--- src/rtl/shift_seq_if.sv ---
// Handshake and data bundle between the clock-demo top level, the
// sequencer and the external shift register. The sequencer takes the
// slave view; the driver of start/settings and register feedback is master.
interface shift_seq_if #(
  parameter int WIDTH     = 9,
  parameter int DIV_WIDTH = 16
);
  logic                 start_i;
  logic                 stop_i;
  logic [1:0]           mode_i;
  logic [DIV_WIDTH-1:0] div_i;
  logic [7:0]           steps_i;
  logic [WIDTH-1:0]     pattern_i;
  logic [WIDTH-1:0]     reg_q_i;
  logic                 busy_o;
  logic                 done_o;
  logic                 load_o;
  logic [WIDTH-1:0]     load_data_o;
  logic                 shift_en_o;
  logic                 dir_left_o;
  logic                 reg_in_o;

  modport master (
    output start_i, stop_i, mode_i, div_i, steps_i, pattern_i, reg_q_i,
    input  busy_o, done_o, load_o, load_data_o, shift_en_o, dir_left_o, reg_in_o
  );

  modport slave (
    input  start_i, stop_i, mode_i, div_i, steps_i, pattern_i, reg_q_i,
    output busy_o, done_o, load_o, load_data_o, shift_en_o, dir_left_o, reg_in_o
  );
endinterface

--- src/rtl/shift_seq_ctrl.sv ---
// Shift-register sequencer: loads a pattern, then strobes shifts at a
// programmable rate with per-mode direction/serial-in until a step count or stop.
// Strobes are combinational from registered state; reg_in/dir follow reg_q in the tick cycle.
module shift_seq_ctrl #(
  parameter int               WIDTH        = 9,
  parameter int               DIV_WIDTH    = 16,
  parameter logic [WIDTH-1:0] INIT_PATTERN = WIDTH'(1)
) (
  input  logic      clk,
  input  logic      rst,
  shift_seq_if.slave bus
);

  localparam logic [1:0] ST_IDLE = 2'd0;
  localparam logic [1:0] ST_LOAD = 2'd1;
  localparam logic [1:0] ST_RUN  = 2'd2;
  localparam logic [1:0] ST_DONE = 2'd3;

  localparam logic [1:0] MODE_RING_R = 2'd1;
  localparam logic [1:0] MODE_BOUNCE = 2'd2;
  localparam logic [1:0] MODE_FILL   = 2'd3;

  // Fill counter spans one fill pass plus one clear pass.
  localparam int             FW        = $clog2(2 * WIDTH);
  localparam logic [FW-1:0]  FILL_HALF = FW'(WIDTH);
  localparam logic [FW-1:0]  FILL_LAST = FW'(2 * WIDTH - 1);

  logic [1:0]           state;
  logic [1:0]           mode_lat;
  logic [DIV_WIDTH-1:0] div_lat;
  logic [7:0]           steps_lat;
  logic [WIDTH-1:0]     load_data;
  logic                 dir_reg;
  logic [DIV_WIDTH-1:0] presc;
  logic [7:0]           step_cnt;
  logic [FW-1:0]        fill_cnt;

  logic tick;
  logic dir_next;
  logic feedback;
  logic last_step;

  assign tick      = (state == ST_RUN) && (presc == div_lat);
  assign last_step = (steps_lat != 8'd0) && ((step_cnt + 8'd1) == steps_lat);

  // Bounce reflects off whichever end is occupied; both ends set keeps heading.
  always_comb begin
    dir_next = dir_reg;
    if (mode_lat == MODE_BOUNCE) begin
      if (dir_reg && bus.reg_q_i[WIDTH-1] && !bus.reg_q_i[0])
        dir_next = 1'b0;
      else if (!dir_reg && bus.reg_q_i[0] && !bus.reg_q_i[WIDTH-1])
        dir_next = 1'b1;
    end
  end

  // Serial-in: ring feedback from the end leaving the register, or fill/clear phase.
  always_comb begin
    feedback = dir_next ? bus.reg_q_i[WIDTH-1] : bus.reg_q_i[0];
    if (mode_lat == MODE_FILL)
      feedback = (fill_cnt < FILL_HALF);
  end

  assign bus.busy_o      = (state != ST_IDLE);
  assign bus.done_o      = (state == ST_DONE);
  assign bus.load_o      = (state == ST_LOAD);
  assign bus.shift_en_o  = tick;
  assign bus.load_data_o = load_data;
  assign bus.dir_left_o  = tick ? dir_next : dir_reg;
  assign bus.reg_in_o    = tick ? feedback : 1'b0;

  // Capture settings at start so later input changes cannot disturb the run.
  always_ff @(posedge clk or posedge rst) begin
    if (rst) begin
      mode_lat  <= 2'd0;
      div_lat   <= '0;
      steps_lat <= 8'd0;
      load_data <= INIT_PATTERN;
    end else if (state == ST_IDLE && bus.start_i) begin
      mode_lat  <= bus.mode_i;
      div_lat   <= bus.div_i;
      steps_lat <= bus.steps_i;
      load_data <= bus.pattern_i;
    end
  end

  // Sequence control: IDLE -> LOAD -> RUN -> DONE -> IDLE, stop short-cuts to DONE.
  always_ff @(posedge clk or posedge rst) begin
    if (rst) begin
      state <= ST_IDLE;
    end else begin
      case (state)
        ST_IDLE: if (bus.start_i) state <= ST_LOAD;
        ST_LOAD: state <= bus.stop_i ? ST_DONE : ST_RUN;
        ST_RUN:  if (bus.stop_i || (tick && last_step)) state <= ST_DONE;
        default: state <= ST_IDLE;
      endcase
    end
  end

  // Prescaler, step and fill counters restart on load and advance per tick.
  always_ff @(posedge clk or posedge rst) begin
    if (rst) begin
      presc    <= '0;
      step_cnt <= 8'd0;
      fill_cnt <= '0;
    end else if (state == ST_LOAD) begin
      presc    <= '0;
      step_cnt <= 8'd0;
      fill_cnt <= '0;
    end else if (state == ST_RUN) begin
      if (tick) begin
        presc    <= '0;
        step_cnt <= step_cnt + 8'd1;
        fill_cnt <= (fill_cnt == FILL_LAST) ? '0 : fill_cnt + FW'(1);
      end else begin
        presc <= presc + DIV_WIDTH'(1);
      end
    end
  end

  // Direction set at start, then only bounce flips it, held through IDLE.
  always_ff @(posedge clk or posedge rst) begin
    if (rst)
      dir_reg <= 1'b1;
    else if (state == ST_IDLE && bus.start_i)
      dir_reg <= (bus.mode_i != MODE_RING_R);
    else if (tick)
      dir_reg <= dir_next;
  end

endmodule

--- src/flat_wrapper.sv ---
// flat-port wrapper written by rule: the top's interface ports become plain ports
module shift_seq_ctrl_flat 
#(
  parameter int               WIDTH        = 9,
  parameter int               DIV_WIDTH    = 16,
  parameter logic [WIDTH-1:0] INIT_PATTERN = WIDTH'(1)
)
  (clk, rst, bus_start_i, bus_stop_i, bus_mode_i, bus_div_i, bus_steps_i, bus_pattern_i, bus_reg_q_i, bus_busy_o, bus_done_o, bus_load_o, bus_load_data_o, bus_shift_en_o, bus_dir_left_o, bus_reg_in_o);
  shift_seq_if #(.WIDTH(WIDTH), .DIV_WIDTH(DIV_WIDTH)) bus_i ();
  input  logic clk;
  input  logic rst;
  input wire logic [$bits(bus_i.start_i)-1:0] bus_start_i;
  input wire logic [$bits(bus_i.stop_i)-1:0] bus_stop_i;
  input wire logic [$bits(bus_i.mode_i)-1:0] bus_mode_i;
  input wire logic [$bits(bus_i.div_i)-1:0] bus_div_i;
  input wire logic [$bits(bus_i.steps_i)-1:0] bus_steps_i;
  input wire logic [$bits(bus_i.pattern_i)-1:0] bus_pattern_i;
  input wire logic [$bits(bus_i.reg_q_i)-1:0] bus_reg_q_i;
  output wire logic [$bits(bus_i.busy_o)-1:0] bus_busy_o;
  output wire logic [$bits(bus_i.done_o)-1:0] bus_done_o;
  output wire logic [$bits(bus_i.load_o)-1:0] bus_load_o;
  output wire logic [$bits(bus_i.load_data_o)-1:0] bus_load_data_o;
  output wire logic [$bits(bus_i.shift_en_o)-1:0] bus_shift_en_o;
  output wire logic [$bits(bus_i.dir_left_o)-1:0] bus_dir_left_o;
  output wire logic [$bits(bus_i.reg_in_o)-1:0] bus_reg_in_o;
  assign bus_i.start_i = bus_start_i;
  assign bus_i.stop_i = bus_stop_i;
  assign bus_i.mode_i = bus_mode_i;
  assign bus_i.div_i = bus_div_i;
  assign bus_i.steps_i = bus_steps_i;
  assign bus_i.pattern_i = bus_pattern_i;
  assign bus_i.reg_q_i = bus_reg_q_i;
  assign bus_busy_o = bus_i.busy_o;
  assign bus_done_o = bus_i.done_o;
  assign bus_load_o = bus_i.load_o;
  assign bus_load_data_o = bus_i.load_data_o;
  assign bus_shift_en_o = bus_i.shift_en_o;
  assign bus_dir_left_o = bus_i.dir_left_o;
  assign bus_reg_in_o = bus_i.reg_in_o;
  shift_seq_ctrl #(.WIDTH(WIDTH), .DIV_WIDTH(DIV_WIDTH), .INIT_PATTERN(INIT_PATTERN)) u_core (.clk(clk), .rst(rst), .bus(bus_i));
endmodule
--- config.mk ---
export PLATFORM = sky130hd
export DESIGN_NAME = shift_seq_ctrl_flat
export DESIGN_NICKNAME = d
export VERILOG_FILES = /design/src/rtl/shift_seq_if.sv /design/src/rtl/shift_seq_ctrl.sv /design/src/flat_wrapper.sv
export SDC_FILE = /design/constraint.sdc
export NUM_CORES = 1
export LEC_CHECK = 0
export CAP_MARGIN = 20
export CORE_MARGIN = 2
export CORE_UTILIZATION = 53
export CTS_BUF_LIST = sky130_fd_sc_hd__clkbuf_16
export DETAILED_ROUTE_END_ITERATION = 8
export GPL_ROUTABILITY_DRIVEN = 0
export PLACE_DENSITY = 0.81
export SLEW_MARGIN = 30
export SYNTH_ARGS = -nofsm -noshare
export SYNTH_HDL_FRONTEND = slang
export SYNTH_SLANG_ARGS = --single-unit
--- constraint.sdc ---
create_clock -name clk -period 3.2 [get_ports clk]
set_clock_uncertainty 0.05 [all_clocks]
set_input_delay 0.8 -clock clk [delete_from_list [all_inputs] [get_ports clk]]
set_output_delay 0.8 -clock clk [all_outputs]
set_load 0.02 [all_outputs]
==> results of run 1 <==
[area by class of cell]
cell class	instances	area [um2]	share of cell area
Timing Repair Buffer	69	662	0.149
Clock buffer	9	225	0.0506
Clock inverter	7	27.5	0.00618
Multi-Input combinational cell	226	1710	0.384
Sequential cell	67	1680	0.377
Inverter	14	53.8	0.0121
Tap cell	77	96.3	0.0216
[worst reg2reg max path, delay by kind of cell, from the launching register on]
| family | cells | cell delay, ns |
|---|---|---|
| buffers and inverters | 2 | 0.40 |
| adder cells (fa/ha/maj) | 1 | 0.53 |
| AND/OR/NAND/NOR | 3 | 1.00 |
| flip-flops | 1 | 0.38 |
[through the flow]
stage          setup WS, ns  setup TNS [ns]
5_1_grt             0.00976               0
2_1_floorplan         0.502               0
4_1_cts            0.000828               0
6_report              0.180               0
3_3_place_gp        -0.0326         -0.0326
3_5_place_dp        -0.0555         -0.0555
[cell families (layout without fill, tap and decap cells)]
| group | Yosys count | after routing | synth area share |
|---|---|---|---|
| XOR/XNOR | 41 | 41 | 0.103 |
| AND/OR/NAND/NOR | 92 | 92 | 0.139 |
| adder cells (fa/ha/maj) | 8 | 8 | 0.0287 |
| flip-flops | 67 | 67 | 0.482 |
| AO/OA/AOI/OAI | 45 | 45 | 0.0901 |
| buffers and inverters | 23 | 99 | 0.0276 |
| multiplexers | 40 | 40 | 0.129 |
[worst paths after layout]
| check | end | slack [ns] |
|---|---|---|
| max | bus_reg_in_o | 0.18 |
| min | u_core.bus.load_data_o[8] | 0.45 |
| max reg2reg | u_core.step_cnt[5] | 0.78 |
| min reg2reg | u_core.bus.load_data_o[8] | 0.45 |
| max in group asynchronous | u_core.bus.load_data_o[0] | 1.63 |
| min in group asynchronous | u_core.bus.load_data_o[4] | 0.81 |
[power breakdown]
group | switching, mW | internal (mW)
Clock | 0.328 | 0.505
Combinational | 0.839 | 0.838
Sequential | 0.266 | 1.17
[metal layers]
| metal | vias up | part of all wire |
|---|---|---|
| met5 | - | 0 |
| li1 | 1263 | - |
| met1 | 1333 | 0.46 |
| met3 | 18 | 0.041 |
| met2 | 72 | 0.48 |
| met4 | 0 | 0.022 |
[what timing repair did]
| action | in CTS | in global routing |
|---|---|---|
| setup buffers | 0 | 0 |
| setup endpoints to repair | 3 | 1 |
| pin swaps | 0 | 1 |
| resized for setup | 4 | 2 |
| cloned | 0 | 0 |
[cells in the mapped netlist (all sizes together), types with 2 or more instances]
cell type  number
dfrtp          65
mux2           37
xnor2          27
nor2           24
nand3          19
o21ai          19
nand2          16
xor2           14
inv            13
a31oi           9
ha              8
and3            7
clkbuf          7
nand4           7
nor4            5
a21oi           3
mux2i           3
nor2b           3
nor3b           3
o31ai           3
buf             2
dfstp           2
nor3            2
o22ai           2
o31a            2
o41ai           2
or3             2
==> impl_metrics.py, run 1 <==
metrics = {
    "run_status": {
        "status": "complete, no violations",
    },
    "critical_path": {
        "cp_max_fo": 6,
        "path_cells": "xnor2_1, nand4_1, nor4_4, nand2_2, buf_4, a21oi_1, clkdlybuf4s15_1",
        "critPathArrivalTime_ns": 2.17,
        "r2r-start": "u_core.state[0]",
        "crit_slowest_cell": "dfrtp_1",
        "cp-start-kind": "flip-flop",
        "cp_num_buf_inv": 2,
        "r2r_cells": 6,
        "max_stage_delay_ns": 0.43,
        "crit_family": "simple AND/OR/NAND/NOR gates",
        "required_ns": 2.35,
        "worstSetupEndpointType": "output port",
        "setup.worst_path.class": "flip-flop to output port",
        "crit_cells": 7,
        "crit_start": "u_core.presc[10]",
    },
    "sta": {
        "worstMarginPinSlew_ns": 0.682,
        "fin_crit_sh": 0.944,
        "setup_violations": 0,
        "max_freq_mhz": 331,
        "rsz0062_at_grt": "no",
        "finalCriticalPeriod_ns": 3.02,
        "slew_headroom": 0.541,
        "worst_hold_slack_ns": 0.448,
        "hold_viol": 0,
        "drv_slew": 0,
    },
    "cells_and_area": {
        "postLayoutCoreUtil": 0.701,
        "fillers": 457,
        "area_growth_pct": 27.8,
        "diodes": 0,
        "most-common-layout-cells": "dfrtp_1 (65), clkdlybuf4s50_1 (52), mux2_2 (35), xnor2_1 (27), nor2_1 (23)",
        "stdcell_count": 469,
        "final_common_cell": "dfrtp_1",
        "drive_gt1_frac": 0.189,
        "final_cell_area_um2": 4450,
        "nets": 443,
    },
    "power": {
        "powerDensity_nw_per_um2": 886,
        "vdd_drop_max_uv": 621,
        "p_total_mw": 3.94,
        "leakagePower_nw": 1.91,
    },
    "synth": {
        "synth_edf_count": 0,
        "netlist_top_cells_area": "dfrtp_1 (47%), mux2_2 (11%), xnor2_1 (6.8%), xor2_1 (3.5%), ha_1 (2.9%)",
        "async_flop_share": 1.00,
        "synth_area_um2": 3480,
        "synth_cell_types": 48,
        "synth_top_cell_by_area": "dfrtp_1",
        "avgSynthCellArea_um2": 11.0,
        "syn_nets": 372,
        "synth-main-ff-cell": "dfrtp_1",
        "synth_warnings": 0,
        "synthDominantCellAreaShare": 0.467,
        "synth-seq-area-share": 0.482,
        "postSynthCellCount": 316,
        "synth-seq-cells": 67,
    },
    "hold_path": {
        "worst_hold_startpoint": "u_core.bus.load_data_o[8]",
        "hold_depth": 1,
        "hold_class": "flip-flop to flip-flop",
    },
    "global_routing": {
        "grt_pass1_vias": 2639,
        "grt_overflow": 0,
        "grt_util_all_layers": 0.216,
        "antenna_found_initial": 0,
        "met1_usage": 0.299,
        "grt_max_degree": 42,
        "top_usage_layer": "met2",
        "grt_pass1_wl_mm": 12.4,
        "met3_usage": 0.0409,
        "grtUsageMet2": 0.330,
    },
    "detailed_routing": {
        "drtAntennaViolNets": 0,
        "drt_first_pass_iters": 4,
        "viasPerCell": 5.73,
        "wirelength_mm": 7.38,
        "drc": 0,
        "routedWlPerCell_um": 15.7,
        "drtIter0Drc": 147,
        "vias": 2686,
    },
    "flow_run": {
        "maxCapViolations": 0,
    },
    "clocking": {
        "cts_buffers": 9,
        "hold_buffers": 0,
        "cts_max_level": 3,
        "clock_latency_ns": 0.32,
        "cts_sinks": 67,
        "cts_root_buf": "clkbuf_16",
        "cts_buffer_depth": 2,
        "clk_pin_slew_worst_paths_ns": 0.05,
        "tritoncts": "done",
    },
    "die": {
        "die_w_um": 85.1,
        "die_area_um2": 7240,
        "core.rowCount": 29,
        "num_io_pins": 63,
        "die_height_um": 85.1,
        "start_util": 0.549,
        "coreArea_um2": 6350,
    },
    "place": {
        "post_dp_cell_area_um2": 4210,
        "dp_hpwl_mm": 5.18,
        "portBuffers": 55,
        "dp.cells": 453,
    },
}
No activity file was read; power rests on OpenSTA's default activity.
==> inputs of run 2 (changes only) <==
--- a/config.mk
+++ b/config.mk
@@ -12,7 +12,7 @@
 export DETAILED_ROUTE_END_ITERATION = 8
 export GPL_ROUTABILITY_DRIVEN = 0
 export PLACE_DENSITY = 0.81
-export SLEW_MARGIN = 30
+export SLEW_MARGIN = 15
 export SYNTH_ARGS = -nofsm -noshare
 export SYNTH_HDL_FRONTEND = slang
 export SYNTH_SLANG_ARGS = --single-unit
==> results of run 2 <==
Final layout, timing and power as in run 1 (identical DEF).
